File: src/rtl/lcd_fmt_pkg.sv
// lcd_fmt_pkg: ASCII constants and hex-digit rendering shared by the LCD frame formatter.
package lcd_fmt_pkg;
  localparam logic [7:0] SPACE = 8'h20;
  localparam logic [7:0] DASH = 8'h2D;
  localparam logic [7:0] ZERO = 8'h30;
  localparam int LINE_CHARS = 16;
  function automatic logic [7:0] hex2ascii(input logic [3:0] n);
    return (n < 4'd10) ? ZERO + {4'd0, n} : 8'h37 + {4'd0, n};
  endfunction
endpackage

File: src/rtl/lcd_probe_formatter_hex_field.sv
// hex_field: renders an N-digit hex value as N uppercase ASCII bytes, most significant digit first.
module hex_field
  import lcd_fmt_pkg::*;
#(
  parameter int N = 2
) (
  input  logic [4*N-1:0] val_i,
  output logic [8*N-1:0] ascii_o
);
  genvar d;
  generate
    for (d = 0; d < N; d++) begin : g_d
      assign ascii_o[8*d +: 8] = hex2ascii(val_i[4*d +: 4]);
    end
  endgenerate
endmodule

File: src/rtl/lcd_probe_formatter.sv
// lcd_probe_formatter: snapshots probes/register readout on single-step and renders a paged 16x2 ASCII frame.
module lcd_probe_formatter
  import lcd_fmt_pkg::*;
#(
  parameter int NUM_CH = 9,
  parameter int CNT_W  = 8
) (
  input  logic                  CCLK,
  input  logic                  rst,
  input  logic                  step,
  input  logic                  clr,
  input  logic                  page,
  input  logic [3:0]            sel,
  input  logic [32*NUM_CH-1:0]  probes,
  input  logic [31:0]           reg_value,
  output logic [255:0]          strdata,
  output logic                  cls,
  output logic [CNT_W-1:0]      step_cnt,
  output logic [3:0]            page_idx
);
  localparam int NUM_PAGES = (NUM_CH + 2) / 4;
  logic [32*NUM_CH-1:0] snap_q;
  logic [CNT_W-1:0] cnt_q;
  logic [15:0] reg_q;
  logic [3:0] sel_q, page_q, v_page;
  logic ev_q, init_q, cls_q;
  logic [16*LINE_CHARS-1:0] str_q, str_d;
  logic snap_en, reg_en, ev_d;
  logic [31:0] v_ch0;
  logic [7:0] v_cnt;
  logic [15:0] v_reg;
  logic [63:0] a_ch0;
  logic [15:0] a_cnt;
  logic [31:0] a_reg;
  logic [31:0] fld [4];
  logic unused_ok;
  assign snap_en = step | clr;
  assign reg_en = snap_en | (sel != sel_q);
  assign ev_d = reg_en | page;
  // While in reset the frame is rendered from an all-zero view so the reset frame lands immediately.
  assign v_ch0 = rst ? 32'd0 : snap_q[31:0];
  assign v_cnt = rst ? 8'd0 : cnt_q[7:0];
  assign v_reg = rst ? 16'd0 : reg_q;
  assign v_page = rst ? 4'd0 : page_q;
  hex_field #(.N(8)) u_ch0 (.val_i(v_ch0), .ascii_o(a_ch0));
  hex_field #(.N(2)) u_cnt (.val_i(v_cnt), .ascii_o(a_cnt));
  hex_field #(.N(4)) u_reg (.val_i(v_reg), .ascii_o(a_reg));
  genvar f;
  generate
    for (f = 0; f < 4; f++) begin : g_f
      logic [5:0] ch;
      logic [7:0] pb;
      logic [15:0] a_pb;
      assign ch = 6'd1 + {v_page, 2'b00} + 6'(f);
      always_comb begin
        pb = 8'd0;
        for (int k = 1; k < NUM_CH; k++) pb = (ch == 6'(k) && !rst) ? snap_q[32*k +: 8] : pb;
      end
      hex_field #(.N(2)) u_pb (.val_i(pb), .ascii_o(a_pb));
      assign fld[f] = (ch < 6'(NUM_CH)) ? {hex2ascii(ch[3:0]), a_pb, SPACE} : {DASH, DASH, DASH, SPACE};
    end
  endgenerate
  assign str_d = {a_ch0, SPACE, a_cnt, SPACE, a_reg, fld[0], fld[1], fld[2], fld[3]};
  always_ff @(posedge CCLK) begin
    if (rst) begin
      snap_q <= '0;
      cnt_q <= '0;
      reg_q <= '0;
      sel_q <= '0;
      page_q <= '0;
      ev_q <= 1'b0;
      init_q <= 1'b1;
      cls_q <= 1'b0;
      str_q <= str_d;
    end else begin
      if (snap_en) snap_q <= probes;
      if (clr) cnt_q <= '0;
      else if (step) cnt_q <= cnt_q + 1'b1;
      if (reg_en) begin
        reg_q <= reg_value[15:0];
        sel_q <= sel;
      end
      if (page) page_q <= (page_q == 4'(NUM_PAGES - 1)) ? 4'd0 : page_q + 4'd1;
      ev_q <= ev_d;
      init_q <= 1'b0;
      cls_q <= ev_q | init_q;
      str_q <= str_d;
    end
  end
  assign unused_ok = ^{snap_q, reg_value[31:16]};
  assign strdata = str_q;
  assign cls = cls_q;
  assign step_cnt = cnt_q;
  assign page_idx = page_q;
endmodule

File: config.mk
export PLATFORM = sky130hd
export DESIGN_NAME = lcd_probe_formatter
export DESIGN_NICKNAME = d
export VERILOG_FILES = /design/src/rtl/lcd_fmt_pkg.sv /design/src/rtl/lcd_probe_formatter_hex_field.sv /design/src/rtl/lcd_probe_formatter.sv
export SDC_FILE = /design/constraint.sdc
export NUM_CORES = 1
export LEC_CHECK = 0
export CELL_PAD_IN_SITES_DETAIL_PLACEMENT = 1
export CELL_PAD_IN_SITES_GLOBAL_PLACEMENT = 1
export CORE_AREA = 5 5 228 230
export DETAILED_ROUTE_END_ITERATION = 8
export DIE_AREA = 0 0 233 235
export GPL_TIMING_DRIVEN = 0
export PLACE_DENSITY_LB_ADDON = 0.1
export RECOVER_POWER = 100
export SLEW_MARGIN = 20
export SYNTH_ARGS = -nofsm -noshare
export SYNTH_HDL_FRONTEND = slang
export SYNTH_SLANG_ARGS = --single-unit
File: constraint.sdc
create_clock -name CCLK -period 3.4 [get_ports CCLK]
set_clock_uncertainty 0.05 [all_clocks]
set_input_delay 0.34 -clock CCLK [delete_from_list [all_inputs] [get_ports CCLK]]
set_output_delay 0.34 -clock CCLK [all_outputs]
set_load 0.01 [all_outputs]
# [Word-level counts from Yosys, hierarchy flattened]
# Index checks and enable logic that the tools add are counted.
[word_totals] elab_cells=237 reg_bits=539 in_bits=329
[op_classes] magnitude_cmp=30 mux=64 n_addsub=58 n_eq_ne=34 bitwise=4 n_reduce_logical=34
[ops] op="8-bit 2-to-1 mux" count=55
[ops] op="6-bit by 4-bit adder with 7-bit output (first input constant)" count=52
[ops] op="4-bit < comparator (second input constant)" count=26
[ops] op="6-bit by 3-bit equality test with 1-bit output (second input constant)" count=16
[ops] op="6-bit by 2-bit equality test with 1-bit output (second input constant)" count=8
[ops] op="1-bit logical AND" count=32
[ops] op="32-bit 2-to-1 mux" count=1
[ops] op="7-bit 2-to-1 mux" count=4
[ops] op="6-bit by 1-bit equality test with 1-bit output (second input constant)" count=4
[ops] op="6-bit by 4-bit equality test with 1-bit output (second input constant)" count=4
[ops] op="6-bit by 4-bit < comparator with 1-bit output (second input constant)" count=4
[ops] op="16-bit 2-to-1 mux" count=1
[ops] op="6-bit by 2-bit adder with 6-bit output (second input constant)" count=2
[ops] op="8-bit by 1-bit adder with 8-bit output (second input constant)" count=1
[ops] op="4-bit 2-to-1 mux" count=2
[ops] op="1-bit by 6-bit adder with 6-bit output (first input constant)" count=1
[ops] op="6-bit by 1-bit adder with 6-bit output (second input constant)" count=1
[ops] op="4-bit by 1-bit adder with 4-bit output (second input constant)" count=1
[ops] op="4-bit by 1-bit equality test with 1-bit output (second input constant)" count=1
[ops] op="4-bit != test" count=1
[ops] op="1-bit OR" count=4
[ops] op="2-bit OR reduction" count=1
[ops] op="1-bit logical NOT" count=1
[ops] op="1-bit 2-to-1 mux" count=1

# [Logic depth before layout (Yosys ltp)]
[depth] ltp_word=15 ltp_mapped=11

# [Cells and area by module]
# A second synthesis with hierarchy kept.
[hier_totals] cells_unflattened=1354 hier_area_um2=12572.1
[by_module_without_submodules] mod="lcd_probe_formatter" n_inst=1 area_each_um2=10313.6 cells_each=997
[by_module_without_submodules] mod="hex_field (g_f[0].u_pb ...)" n_inst=5 area_each_um2=206.4 cells_each=33
[by_module_without_submodules] mod="hex_field (u_ch0)" n_inst=1 area_each_um2=815.8 cells_each=128
[by_module_without_submodules] mod="hex_field (u_reg)" n_inst=1 area_each_um2=410.4 cells_each=64

# [Worst setup path after synthesis]
# Ideal clock, no wire load.
[synth_timing] kind="flip-flop to flip-flop" from="register page_q[1], in the netlist page_idx[1]" to="register str_q[10], in the netlist strdata[10]" setup_ns=0.079 synth_period_minus_slack_ns=2.420 path_stages_with_launch=11 arrival_ns=2.292 path_slack_ns=0.980 path_buffers=3 path_cell_list="dfxtp_1 > or3_1 > buf_2 > nor2_2 > buf_4 > buf_2 > a22oi_1 > ha_1 > a211oi_1 > a31oi_1 > o221ai_2"
[synth_via] elab_chain_len=15 word_cells_on_any_way=32 classes_between="add/sub (4); order compare (2); eq/ne (8); mux (10); reduce/logical (8)"
[synth_rtl] item="start: declaration" line="lcd_probe_formatter.sv:25" text="logic [3:0] sel_q, page_q, v_page;"
[synth_rtl] item="start signal: assignment" line="lcd_probe_formatter.sv:83" text="if (page) page_q <= (page_q == 4'(NUM_PAGES - 1)) ? 4'd0 : page_q + 4'd1;"
[synth_rtl] item="4-bit 2-to-1 mux *" line="lcd_probe_formatter.sv:44" text="assign v_page = rst ? 4'd0 : page_q;"
[synth_rtl] item="1-bit by 6-bit adder with 6-bit output *" line="lcd_probe_formatter.sv:54" text="assign ch = 6'd1 + {v_page, 2'b00} + 6'(f);"
[synth_rtl] item="6-bit by 2-bit adder with 6-bit output *" line="lcd_probe_formatter.sv:54"
[synth_rtl] item="6-bit by 1-bit equality test with 1-bit output" line="lcd_probe_formatter.sv:57" text="for (int k = 1; k < NUM_CH; k++) pb = (ch == 6'(k) && !rst) ? snap_q[32*k +: 8] : pb;"
[synth_rtl] item="1-bit logical AND" line="lcd_probe_formatter.sv:57"
[synth_rtl] item="8-bit 2-to-1 mux (8 in a row)" line="lcd_probe_formatter.sv:57"
[synth_rtl] item="6-bit by 4-bit adder with 7-bit output / 4-bit < comparator (equally long branches)" line="lcd_fmt_pkg.sv:8" text="return (n < 4'd10) ? ZERO + {4'd0, n} : 8'h37 + {4'd0, n};"
[synth_rtl] item="8-bit 2-to-1 mux" line="lcd_fmt_pkg.sv:8"
[synth_rtl] item="end signal: assignment" line="lcd_probe_formatter.sv:74" text="str_q <= str_d;"
[synth_rtl] item="end signal: assignment" line="lcd_probe_formatter.sv:87" text="str_q <= str_d;"
[synth_rtl] item="end: declaration" line="lcd_probe_formatter.sv:27" text="logic [16*LINE_CHARS-1:0] str_q, str_d;"
# Mark *: on every way between the ends. The rest lies on a longest branch, timed or not.
# A chain may end at the register's enable or synchronous reset.

# [Final worst setup path]
[layout_timing] from="input port rst" to="register str_q[115], in the netlist strdata[115]"
[layout_via] elab_chain_len=14 word_cells_on_any_way=32 classes_between="add/sub (3); order compare (2); eq/ne (8); mux (10); reduce/logical (9)"
[layout_rtl] item="start: declaration" line="lcd_probe_formatter.sv:9" text="input logic rst,"
[layout_rtl] item="4-bit 2-to-1 mux" line="lcd_probe_formatter.sv:44"
[layout_rtl] item="1-bit by 6-bit adder with 6-bit output" line="lcd_probe_formatter.sv:54"
[layout_rtl] item="6-bit by 1-bit equality test with 1-bit output" line="lcd_probe_formatter.sv:57"
[layout_rtl] item="1-bit logical AND" line="lcd_probe_formatter.sv:57"
[layout_rtl] item="8-bit 2-to-1 mux (8 in a row)" line="lcd_probe_formatter.sv:57"
[layout_rtl] item="6-bit by 4-bit adder with 7-bit output / 4-bit < comparator (equally long branches)" line="lcd_fmt_pkg.sv:8"
[layout_rtl] item="8-bit 2-to-1 mux" line="lcd_fmt_pkg.sv:8"
# Parallel ways exist; a longest one is shown, timed or not.

==> flow_summary.ini <==
[synthesis]
yosysUniqueCellTypes = 56
synthFlopType = dfxtp_1
avgSynthCellArea_um2 = 9.07
synth_seq_cells = 310
synthArstFlopShare = 0
synth-edff-count = 0
postSynthCellCount = 1311
yosysWarnings = 0
ys_seq_area_frac = 0.522
netlist_area_um2 = 11900

[placed_design]
preCtsSetupSlack_ns = -0.462
placed_area_um2 = 16200
hpwl_mm = 37.5
finalWeightedCongestion = 0.793
port_buffers = 313

[worst_hold_path]
hp-class = in2reg

[worst_setup_path]
worstPathRequired_ns = 3.75
crit_buf_inv = 6
crit_arrival_ns = 3.50
max_stage_delay_ns = 0.66
crit_top_cell = clkbuf_1
critical_path.top_delay_family = buffers and inverters
endpoint_kind = register
crit_chain = clkdlybuf4s50_1, clkbuf_1, buf_2, clkbuf_1, clkbuf_1, buf_2, a21oi_1
critPathKind = in2reg
start_kind = input port
critPathMaxFanout = 10
cpMaxStageDelayCell = clkbuf_1

[floorplan]
die_w_um = 233
rows = 82
initial_core_util = 0.239
ios = 598
design.die.area_um2 = 54800
coreArea_um2 = 49700
dieHeight_um = 235

[outcome]
status = finished, final reports clean

[timing]
finalHoldViolations = 0
fin_crit_ns = 3.15
slew_headroom = 0.329
fmax_mhz = 318
tightest_slew_ns = 0.999
rsz0062_at_grt = false
period_share = 0.925
fin_ws_ns = 0.254
setup-violations-final = 0
maxSlewViolCount = 0

[clock_tree]
htreeDepth = 2
clkLatencyLatePin_ns = 0.56
clk_pin_slew_ns = 0.06
clock_path_buffers = 3
cts_root_buf = clkbuf_16
clkSinkCount = 310
cts_tree = done
hold_buffers = 0
cts_buffers = 39

[route]
drc_errors = 0
vias = 10500
ant_nets = 0
drt_iter0_markers = 471
post_drt_wl_per_cell_um = 20.1
drt_pass1_iterations = 5
wirelength_mm = 49.2
viasPerCell = 4.29

[cells_and_area]
final_common_cell = dfxtp_1
multi_input_area_um2 = 4890
antennaDiodeCount = 0
ff_latch_area_um2 = 6210
finish.utilization = 0.351
layout_common_cells = dfxtp_1 (310), nand2_1 (234), dlygate4sd3_1 (195)
n_fill_cell = 5775
finalNetCount = 2103
final_cell_area_um2 = 17500
area_growth_pct = 46.7
drive_gt1_frac = 0.103

[global_route]
antenna_found_initial = 6
gr-usage-all-layers = 0.174
grt_pass1_vias = 10900
grt_max_degree = 13
grt_overflow = 0
grt_pass1_wl_mm = 72.1

[pwr]
p_leak_nw = 7.46
ir_drop_mv = 0.250
cellPowerDensity_nw_per_um2 = 519
power_mw = 9.06

[flow_run]
cap_violations = 0
## layer usage
metal | GRT usage | up-vias | routed length [µm]
met5 | 0 | - | 59
met3 | 0.0573 | 68 | 4220
met1 | 0.245 | 4991 | 23500
li1 | - | 5069 | -
met2 | 0.259 | 387 | 20500
met4 | 0.0419 | 8 | 895
## area by class of cell
type / instances / share of cell area
Clock buffer: 55 / 0.0657
Timing Repair Buffer: 315 / 0.180
Tap cell: 672 / 0.0482
Inverter: 60 / 0.0129
Clock inverter: 14 / 0.00674
Sequential cell: 310 / 0.356
Buffer: 145 / 0.0503
Multi-Input combinational cell: 880 / 0.280
## timing repair
action	CTS	global route
endpoints found under the setup margin	13	5
pin swaps	0	1
cloned	0	0
setup buffers	0	2
resized for setup	1	1
## per-stage QoR
| step | hold WS (ns) | TNS, ns | instances |
|---|---|---|---|
| after floorplan | 0.318 | 0 | 1395 |
| after global placement | 0.381 | -31.74 | 2380 |
| after detailed placement | 0.381 | -40.66 | 2380 |
| after CTS | 0.0577 | 0 | 2449 |
| after global routing | 0.0840 | 0 | 2451 |
| final | 0.0974 | 0 | 2451 |
## power by group
group | leakage (nW) | switching, mW | total (mW) | internal (mW)
clock network | 0.622 | 1.65 | 4.08 | 2.43
registers | 2.55 | 0.108 | 3.92 | 3.81
logic | 4.29 | 0.569 | 1.06 | 0.490
total | 7.46 | 2.33 | 9.06 | 6.73
## synthesized netlist by cell type (all sizes together) (3+ instances only)
library cell  number  share of area
o221ai             9         0.0077
mux2               4         0.0038
a221o              8         0.0067
o21a               7         0.0044
nor2              71          0.023
o2111ai            6         0.0044
a22oi              8         0.0051
a21o               3         0.0019
o21ai             38          0.016
buf              107          0.062
a31oi              9         0.0047
inv               60          0.019
or3                8         0.0042
nand2b            60          0.032
nand3             22         0.0093
xor2               8         0.0059
nand3b             8         0.0051
a32oi              3         0.0022
xnor2             34          0.025
nand2            234          0.074
nor3              25          0.012
dfxtp            310           0.52
nor4b             11          0.012
nor2b             22          0.012
mux2i             13          0.011
clkbuf            38          0.012
ha                23          0.024
and3b              7         0.0052
nor3b              9         0.0057
a21oi            104          0.044
o22ai             16         0.0084
a221oi             6         0.0044
or2                3         0.0016
nand4              3         0.0016
## registers in the layout, summed over array words and instances (netlist names)
register,flops
page_idx,4
ev_q,1
reg_q,16
snap_q,96
cls,1
strdata,179
init_q,1
sel_q,4
step_cnt,8
## worst paths after layout
path          startpoint           end  slack (ns)  cells after the start
max                  rst  strdata[115]        0.25                      7
min                 step   step_cnt[0]         0.1                      3
max reg2reg  page_idx[0]  strdata[116]        0.31                     11
min reg2reg  snap_q[128]   snap_q[128]        0.40                      2
## cells by family (layout without fill, tap and decap cells)
kind of cell	after synthesis	count (layout)	synth area share
simple gates	489	489	0.201
flops	310	310	0.522
compound gates	223	223	0.114
buf+inv	205	589	0.0929
xor+xnor	42	42	0.0309
fa+ha+maj	23	23	0.0242
mux	17	17	0.0147
other cells	2	86	0.000631
## worst min-delay path, delay by kind of cell
kind,cells,cell delay [ns]
buf+inv,1,0.17
xor+xnor,1,0.09
simple gates,1,0.07
No activity file was read; power rests on OpenSTA's default activity.
